--- config.mk ---
export PLATFORM = sky130hd
export DESIGN_NAME = deck_shuffler_flat
export DESIGN_NICKNAME = d
export VERILOG_FILES = /design/src/rtl/deck_shuffler_if.sv /design/src/rtl/deck_shuffler.sv /design/src/flat_wrapper.sv
export SDC_FILE = /design/constraint.sdc
export NUM_CORES = 1
export LEC_CHECK = 0
export ABC_AREA = 1
export BUFFER_PORTS_ARGS = -buffer_cell sky130_fd_sc_hd__buf_2
export CAP_MARGIN = 20
export CORE_MARGIN = 1.5
export CORE_UTILIZATION = 45
export DETAILED_ROUTE_END_ITERATION = 8
export GPL_TIMING_DRIVEN = 0
export PLACE_DENSITY = 0.71
export SYNTH_ARGS = -nofsm -noshare
export SYNTH_HDL_FRONTEND = slang
export SYNTH_SLANG_ARGS = --single-unit
--- constraint.sdc ---
create_clock -name clk_i -period 1.6 [get_ports clk_i]
set_clock_uncertainty 0.2 [all_clocks]
set_input_delay 0.32 -clock clk_i [delete_from_list [all_inputs] [get_ports clk_i]]
set_output_delay 0.32 -clock clk_i [all_outputs]
set_load 0.02 [all_outputs]
--- src/rtl/deck_shuffler_if.sv ---
// Deck shuffler bus: shuffle/deal handshake, permutation-unit link and deck RAM port.
interface deck_shuffler_if;
  logic        start;
  logic        deal_req;
  logic [5:0]  perm_addr;
  logic [5:0]  mem_rdata;
  logic [11:0] count;
  logic [5:0]  perm_idx;
  logic [5:0]  mem_addr;
  logic [5:0]  mem_wdata;
  logic        mem_we;
  logic        busy;
  logic        shuffle_done;
  logic        deal_ack;
  logic [5:0]  card;
  logic [6:0]  cards_left;
  logic        deck_empty;

  modport slave (
    input  start, deal_req, perm_addr, mem_rdata,
    output count, perm_idx, mem_addr, mem_wdata, mem_we, busy,
           shuffle_done, deal_ack, card, cards_left, deck_empty
  );

  modport master (
    output start, deal_req, perm_addr, mem_rdata,
    input  count, perm_idx, mem_addr, mem_wdata, mem_we, busy,
           shuffle_done, deal_ack, card, cards_left, deck_empty
  );
endinterface

--- src/rtl/deck_shuffler.sv ---
// Swap-pass deck shuffler over an external deck RAM (1-cycle read latency), then deals cards in RAM order.
// Macro AUTO_RESHUFFLE_EN: a deal request on an empty READY deck triggers a reshuffle and is then served.
module deck_shuffler #(
  parameter int DECK_SIZE = 52
) (
  input  logic           clk_i,
  input  logic           rst_i,
  deck_shuffler_if.slave bus_if
);
  localparam logic [5:0] LastIdx = 6'(DECK_SIZE - 1);
  localparam logic [6:0] FullCnt = 7'(DECK_SIZE);

  typedef enum logic [3:0] {
    IDLE, INIT, SW_RD_I, SW_RD_J, SW_WR_I, SW_WR_J, READY, DEAL_RD, DEAL_OUT
  } state_e;

  state_e      state_q, state_d;
  logic [11:0] count_q, count_d;
  logic [5:0]  i_q, i_d;
  logic [5:0]  j_q, j_d;
  logic [5:0]  a_q, a_d;
  logic [5:0]  ptr_q, ptr_d;
  logic [6:0]  left_q, left_d;
  logic        done_q, done_d;

  always_ff @(posedge clk_i) begin
    if (rst_i) begin
      state_q <= IDLE;
      count_q <= '0;
      i_q     <= '0;
      j_q     <= '0;
      a_q     <= '0;
      ptr_q   <= '0;
      left_q  <= '0;
      done_q  <= 1'b0;
    end else begin
      state_q <= state_d;
      count_q <= count_d;
      i_q     <= i_d;
      j_q     <= j_d;
      a_q     <= a_d;
      ptr_q   <= ptr_d;
      left_q  <= left_d;
      done_q  <= done_d;
    end
  end

  always_comb begin
    state_d          = state_q;
    count_d          = count_q + 12'd1;
    i_d              = i_q;
    j_d              = j_q;
    a_d              = a_q;
    ptr_d            = ptr_q;
    left_d           = left_q;
    done_d           = 1'b0;
    bus_if.mem_addr  = '0;
    bus_if.mem_wdata = '0;
    bus_if.mem_we    = 1'b0;
    bus_if.deal_ack  = 1'b0;
    bus_if.card      = '0;

    unique case (state_q)
      IDLE: begin
        if (bus_if.start) begin
          state_d = INIT;
          i_d     = '0;
        end
      end
      INIT: begin
        bus_if.mem_addr  = i_q;
        bus_if.mem_wdata = i_q;
        bus_if.mem_we    = 1'b1;
        if (i_q == LastIdx) begin
          i_d     = '0;
          state_d = SW_RD_I;
        end else begin
          i_d = i_q + 6'd1;
        end
      end
      SW_RD_I: begin
        bus_if.mem_addr = i_q;
        j_d             = bus_if.perm_addr;
        state_d         = SW_RD_J;
      end
      SW_RD_J: begin
        bus_if.mem_addr = j_q;
        a_d             = bus_if.mem_rdata;
        state_d         = SW_WR_I;
      end
      // Read data here is deck[j]; writing it straight back to i keeps i==j a no-op.
      SW_WR_I: begin
        bus_if.mem_addr  = i_q;
        bus_if.mem_wdata = bus_if.mem_rdata;
        bus_if.mem_we    = 1'b1;
        state_d          = SW_WR_J;
      end
      SW_WR_J: begin
        bus_if.mem_addr  = j_q;
        bus_if.mem_wdata = a_q;
        bus_if.mem_we    = 1'b1;
        if (i_q == LastIdx) begin
          state_d = READY;
          i_d     = '0;
          ptr_d   = '0;
          left_d  = FullCnt;
          done_d  = 1'b1;
        end else begin
          i_d     = i_q + 6'd1;
          state_d = SW_RD_I;
        end
      end
      READY: begin
        if (bus_if.start) begin
          state_d = INIT;
          i_d     = '0;
        end else if (bus_if.deal_req && (left_q != 7'd0)) begin
          state_d = DEAL_RD;
        end
`ifdef AUTO_RESHUFFLE_EN
        else if (bus_if.deal_req) begin
          state_d = INIT;
          i_d     = '0;
        end
`endif
      end
      DEAL_RD: begin
        bus_if.mem_addr = ptr_q;
        state_d         = DEAL_OUT;
      end
      DEAL_OUT: begin
        bus_if.deal_ack = 1'b1;
        bus_if.card     = bus_if.mem_rdata;
        ptr_d           = ptr_q + 6'd1;
        left_d          = left_q - 7'd1;
        state_d         = READY;
      end
      default: state_d = IDLE;
    endcase
  end

  assign bus_if.count        = count_q;
  assign bus_if.perm_idx     = i_q;
  assign bus_if.busy         = (state_q == INIT) || (state_q == SW_RD_I) || (state_q == SW_RD_J) ||
                               (state_q == SW_WR_I) || (state_q == SW_WR_J);
  assign bus_if.shuffle_done = done_q;
  assign bus_if.cards_left   = left_q;
  assign bus_if.deck_empty   = (left_q == 7'd0);
endmodule

--- src/flat_wrapper.sv ---
// flat-port wrapper written by rule: the top's interface ports become plain ports
module deck_shuffler_flat 
#(
  parameter int DECK_SIZE = 52
)
  (clk_i, rst_i, bus_if_start, bus_if_deal_req, bus_if_perm_addr, bus_if_mem_rdata, bus_if_count, bus_if_perm_idx, bus_if_mem_addr, bus_if_mem_wdata, bus_if_mem_we, bus_if_busy, bus_if_shuffle_done, bus_if_deal_ack, bus_if_card, bus_if_cards_left, bus_if_deck_empty);
  deck_shuffler_if bus_if_i ();
  input  logic clk_i;
  input  logic rst_i;
  input wire logic [$bits(bus_if_i.start)-1:0] bus_if_start;
  input wire logic [$bits(bus_if_i.deal_req)-1:0] bus_if_deal_req;
  input wire logic [$bits(bus_if_i.perm_addr)-1:0] bus_if_perm_addr;
  input wire logic [$bits(bus_if_i.mem_rdata)-1:0] bus_if_mem_rdata;
  output wire logic [$bits(bus_if_i.count)-1:0] bus_if_count;
  output wire logic [$bits(bus_if_i.perm_idx)-1:0] bus_if_perm_idx;
  output wire logic [$bits(bus_if_i.mem_addr)-1:0] bus_if_mem_addr;
  output wire logic [$bits(bus_if_i.mem_wdata)-1:0] bus_if_mem_wdata;
  output wire logic [$bits(bus_if_i.mem_we)-1:0] bus_if_mem_we;
  output wire logic [$bits(bus_if_i.busy)-1:0] bus_if_busy;
  output wire logic [$bits(bus_if_i.shuffle_done)-1:0] bus_if_shuffle_done;
  output wire logic [$bits(bus_if_i.deal_ack)-1:0] bus_if_deal_ack;
  output wire logic [$bits(bus_if_i.card)-1:0] bus_if_card;
  output wire logic [$bits(bus_if_i.cards_left)-1:0] bus_if_cards_left;
  output wire logic [$bits(bus_if_i.deck_empty)-1:0] bus_if_deck_empty;
  assign bus_if_i.start = bus_if_start;
  assign bus_if_i.deal_req = bus_if_deal_req;
  assign bus_if_i.perm_addr = bus_if_perm_addr;
  assign bus_if_i.mem_rdata = bus_if_mem_rdata;
  assign bus_if_count = bus_if_i.count;
  assign bus_if_perm_idx = bus_if_i.perm_idx;
  assign bus_if_mem_addr = bus_if_i.mem_addr;
  assign bus_if_mem_wdata = bus_if_i.mem_wdata;
  assign bus_if_mem_we = bus_if_i.mem_we;
  assign bus_if_busy = bus_if_i.busy;
  assign bus_if_shuffle_done = bus_if_i.shuffle_done;
  assign bus_if_deal_ack = bus_if_i.deal_ack;
  assign bus_if_card = bus_if_i.card;
  assign bus_if_cards_left = bus_if_i.cards_left;
  assign bus_if_deck_empty = bus_if_i.deck_empty;
  deck_shuffler #(.DECK_SIZE(DECK_SIZE)) u_core (.clk_i(clk_i), .rst_i(rst_i), .bus_if(bus_if_i));
endmodule
==> results.sh <==
export IMPL_seqPwrFrac_pct=41.8
export IMPL_cts_buffer_depth=2
export IMPL_ant_nets=0
export IMPL_post_synth_top_count_cell="nand2_1"
export IMPL_fin_nets=473
export IMPL_die_w_um=77.1
export IMPL_slew_viol_final=0
export IMPL_crit_slowest_cell="dfxtp_4"
export IMPL_relSlewSlack_pct=62.1
export IMPL_cts_sinks=48
export IMPL_synth_simple_gate_area_share_pct=30.1
export IMPL_area_growth_pct=51.1
export IMPL_holdPathStages=3
export IMPL_ys_types=32
export IMPL_dr_pass1_iters=4
export IMPL_violations="negative setup slack"
export IMPL_outcome="finished with violations"
export IMPL_swShare_pct=37.4
export IMPL_stdcell_area_um2=3730
export IMPL_overflow=0
export IMPL_dp_hpwl_um=4660
export IMPL_finalWorstSetupSlack_ns=-0.487
export IMPL_internal_power_uw=2060
export IMPL_io_buffer_count=63
export IMPL_path_cells="nand2_2, nor2_2, a21oi_1, nand3_2, buf_6"
export IMPL_synth_area_leader_cell="dfxtp_1"
export IMPL_clk_pin_slew_ns=0.09
export IMPL_setup_viol=38
export IMPL_ys_async_sr_fraction_pct=0
export IMPL_dieHeight_um=77.1
export IMPL_gp_congestion=0.850
export IMPL_postSynthAreaPerCell_um2=6.94
export IMPL_combPwrFrac_pct=34.2
export IMPL_syn_nets=376
export IMPL_rsz0062_at_grt="true"
export IMPL_place_ws_ns=-0.227
export IMPL_peakVddDrop_mv=0.451
export IMPL_tightest_slew_ns=0.569
export IMPL_r2r_end="u_core.bus_if.cards_left[2]$_SDFFE_PP0P_"
export IMPL_ys_top_cells_by_count="nand2_1 (65), nor2_1 (57), dfxtp_1 (48), inv_1 (42), a21oi_1 (27)"
export IMPL_path_class="flip-flop to output pin"
export IMPL_post_dp_cell_area_um2=2920
export IMPL_maxCapViolations=0
export IMPL_synth_edff_count=0
export IMPL_worst_setup_path_start_kind="flip-flop"
export IMPL_fin_crit_ns=2.09
export IMPL_synth_top_family_by_area="simple AND/OR/NAND/NOR gates"
export IMPL_required_ns=1.08
export IMPL_grt_max_degree=16
export IMPL_drive_gt1_share_pct=44.1
export IMPL_fin_crit_sh_pct=130
export IMPL_fin_util_pct=71.7
export IMPL_rr_startpoint="u_core.state_q[1]$_SDFFE_PP0P_"
export IMPL_drt_total_wl_um=7840
export IMPL_grt_use_total_pct=24.4
export IMPL_insertion_delay_ns=0.30
export IMPL_cp_arrival_ns=1.57
export IMPL_start_util_pct=47.5
export IMPL_viasPerCell=5.31
export IMPL_grt_pass1_vias=2574
export IMPL_grt_pass1_wl_um=11600
export IMPL_synthCells=356
export IMPL_ys_ff_latch=48
export IMPL_muxShareOfSynthArea_pct=0
export IMPL_endpoint_kind="output pin"
export IMPL_core_area_um2=5200
export IMPL_n_antenna_cell=0
export IMPL_synth_xor_area_share_pct=2.84
export IMPL_critPathMaxFanout=6
export IMPL_root_buffer="clkbuf_8"
export IMPL_h_tree_depth=2
export IMPL_r2r_slack_ns=-0.10
export IMPL_drtIter0Drc=116
export IMPL_whs_endpoint="u_core.j_q[0]$_SDFFE_PP0P_"
export IMPL_power_density_nw_per_um2=883
export IMPL_pwr_share_clk_pct=24.0
export IMPL_postCtsHoldBufs=0
export IMPL_numCtsBuffers=5
export IMPL_critPathMaxStageDelay_ns=0.41
export IMPL_hold_viol_final=0
export IMPL_cts_tree="built"
export IMPL_leakage_uw=0.00164
export IMPL_wl_per_cell_um=15.0
export IMPL_ys_seq_area_share_pct=38.9
export IMPL_synth_ff_type="dfxtp_1"
export IMPL_syn_area_um2=2470
export IMPL_rows=26
export IMPL_hp_start="bus_if_perm_addr[0]"
export IMPL_die_area_um2=5940
export IMPL_fmax_ghz=0.479
export IMPL_reg2reg_depth=10
export IMPL_p_sw_uw=1230
export IMPL_synth_top_cell_area_share_pct=38.9
export IMPL_post_route_drc_count=0
export IMPL_synth_compound_area_share_pct=17.0
export IMPL_antenna_found_initial=0
export IMPL_ioPinCount=64
export IMPL_vias=2784
export IMPL_hold_class="input pin to flip-flop"
export IMPL_yosysWarnings=0
export IMPL_netlist_top_cells_area="dfxtp_1 (39%), nand2_1 (9.9%), nor2_1 (8.7%)"
export IMPL_yosys_area_share_adder_pct=2.03
==> worst max-delay path: cells and delay by family (launching register included) <==
family | cells | cell delay (ns)
AOI/OAI and AO/OA | 1 | 0.29
DFF | 1 | 0.41
and+or+nand+nor | 3 | 0.40
buffers and inverters | 1 | 0.17
==> state kept, by name (all words and copies together) (netlist names) <==
register                    flops
u_core.bus_if.cards_left        7
u_core.bus_if.perm_idx          6
u_core.state_q                  4
u_core.bus_if.shuffle_done      1
u_core.bus_if.count            12
u_core.a_q                      6
u_core.j_q                      6
u_core.ptr_q                    6
==> kinds of logic after synthesis <==
kind of cell / count (synthesis)
flip-flops: 48
AO/OA/AOI/OAI: 75
AND/OR/NAND/NOR: 166
adder cells (fa/ha/maj): 4
XOR/XNOR: 8
buffers and inverters: 55
==> layout by cell type (no fill, tap or decap), types with 13 or more instances in the layout <==
master   instances
nand3_1         13
buf_2           41
nor2_1          42
buf_6           21
a21oi_1         24
o21ai_0         21
nor2_4          19
inv_1           33
buf_4           31
dfxtp_1         34
nand2_1         43
nand2_2         18
==> final cells by class <==
class | instances | area [um^2]
Buffer | 7 | 53.8
Clock buffer | 6 | 82.6
Clock inverter | 2 | 13.8
Fill cell | 412 | 1470
Inverter | 46 | 193
Multi-Input combinational cell | 254 | 1650
Sequential cell | 48 | 998
Tap cell | 70 | 87.6
Timing Repair Buffer | 91 | 656
==> stage by stage <==
step	instances	hold slack [ns]	setup TNS [ns]	total power, uW
finish	524	0.0295	-9.18	3290
global route	524	0.0454	-11.38	3430
CTS	517	0.0289	-6.90	3060
detailed placement	489	0.254	-3.07	2060
global placement	489	0.244	-2.88	2040
floorplan	356	0.182	-0.172	1870
==> worst max path at each step <==
stage | start | to | slack, ns | cells after the start
global route | u_core.state_q[0]$_SDFFE_PP0P_ | bus_if_busy | -0.52 | 5
CTS | u_core.state_q[3]$_SDFFE_PP0P_ | bus_if_mem_addr[5] | -0.40 | 7
floorplan | u_core.state_q[2]$_SDFFE_PP0P_ | bus_if_card[0] | -0.02 | 6
finish | u_core.state_q[0]$_SDFFE_PP0P_ | bus_if_busy | -0.49 | 5
detailed placement | u_core.state_q[3]$_SDFFE_PP0P_ | bus_if_mem_addr[3] | -0.23 | 8
global placement | u_core.state_q[3]$_SDFFE_PP0P_ | bus_if_mem_addr[3] | -0.21 | 8
==> routing by layer <==
metal	track usage, %	part of all wire [%]	vias to the layer above
met3	4.64	5.4	25
met5	0	0	-
li1	-	-	1349
met4	11.5	3.3	0
met2	43.8	52	105
met1	27.8	39	1305
==> what timing repair did <==
action | CTS | global route
gates resized for setup | 85 | 75
buffers inserted | 18 | 10
pin swaps | 15 | 17
endpoints found under the setup margin | 34 | 44
gates cloned | 2 | 0
==> power groups by stage <==
stage	clock network (uW)	logic (uW)	registers, uW
detailed placement	0	695	1360
floorplan	0	506	1370
global route	845	1200	1380
global placement	0	682	1360
CTS	793	910	1360
finish	792	1130	1380
(Power assumes the default switching activity.)
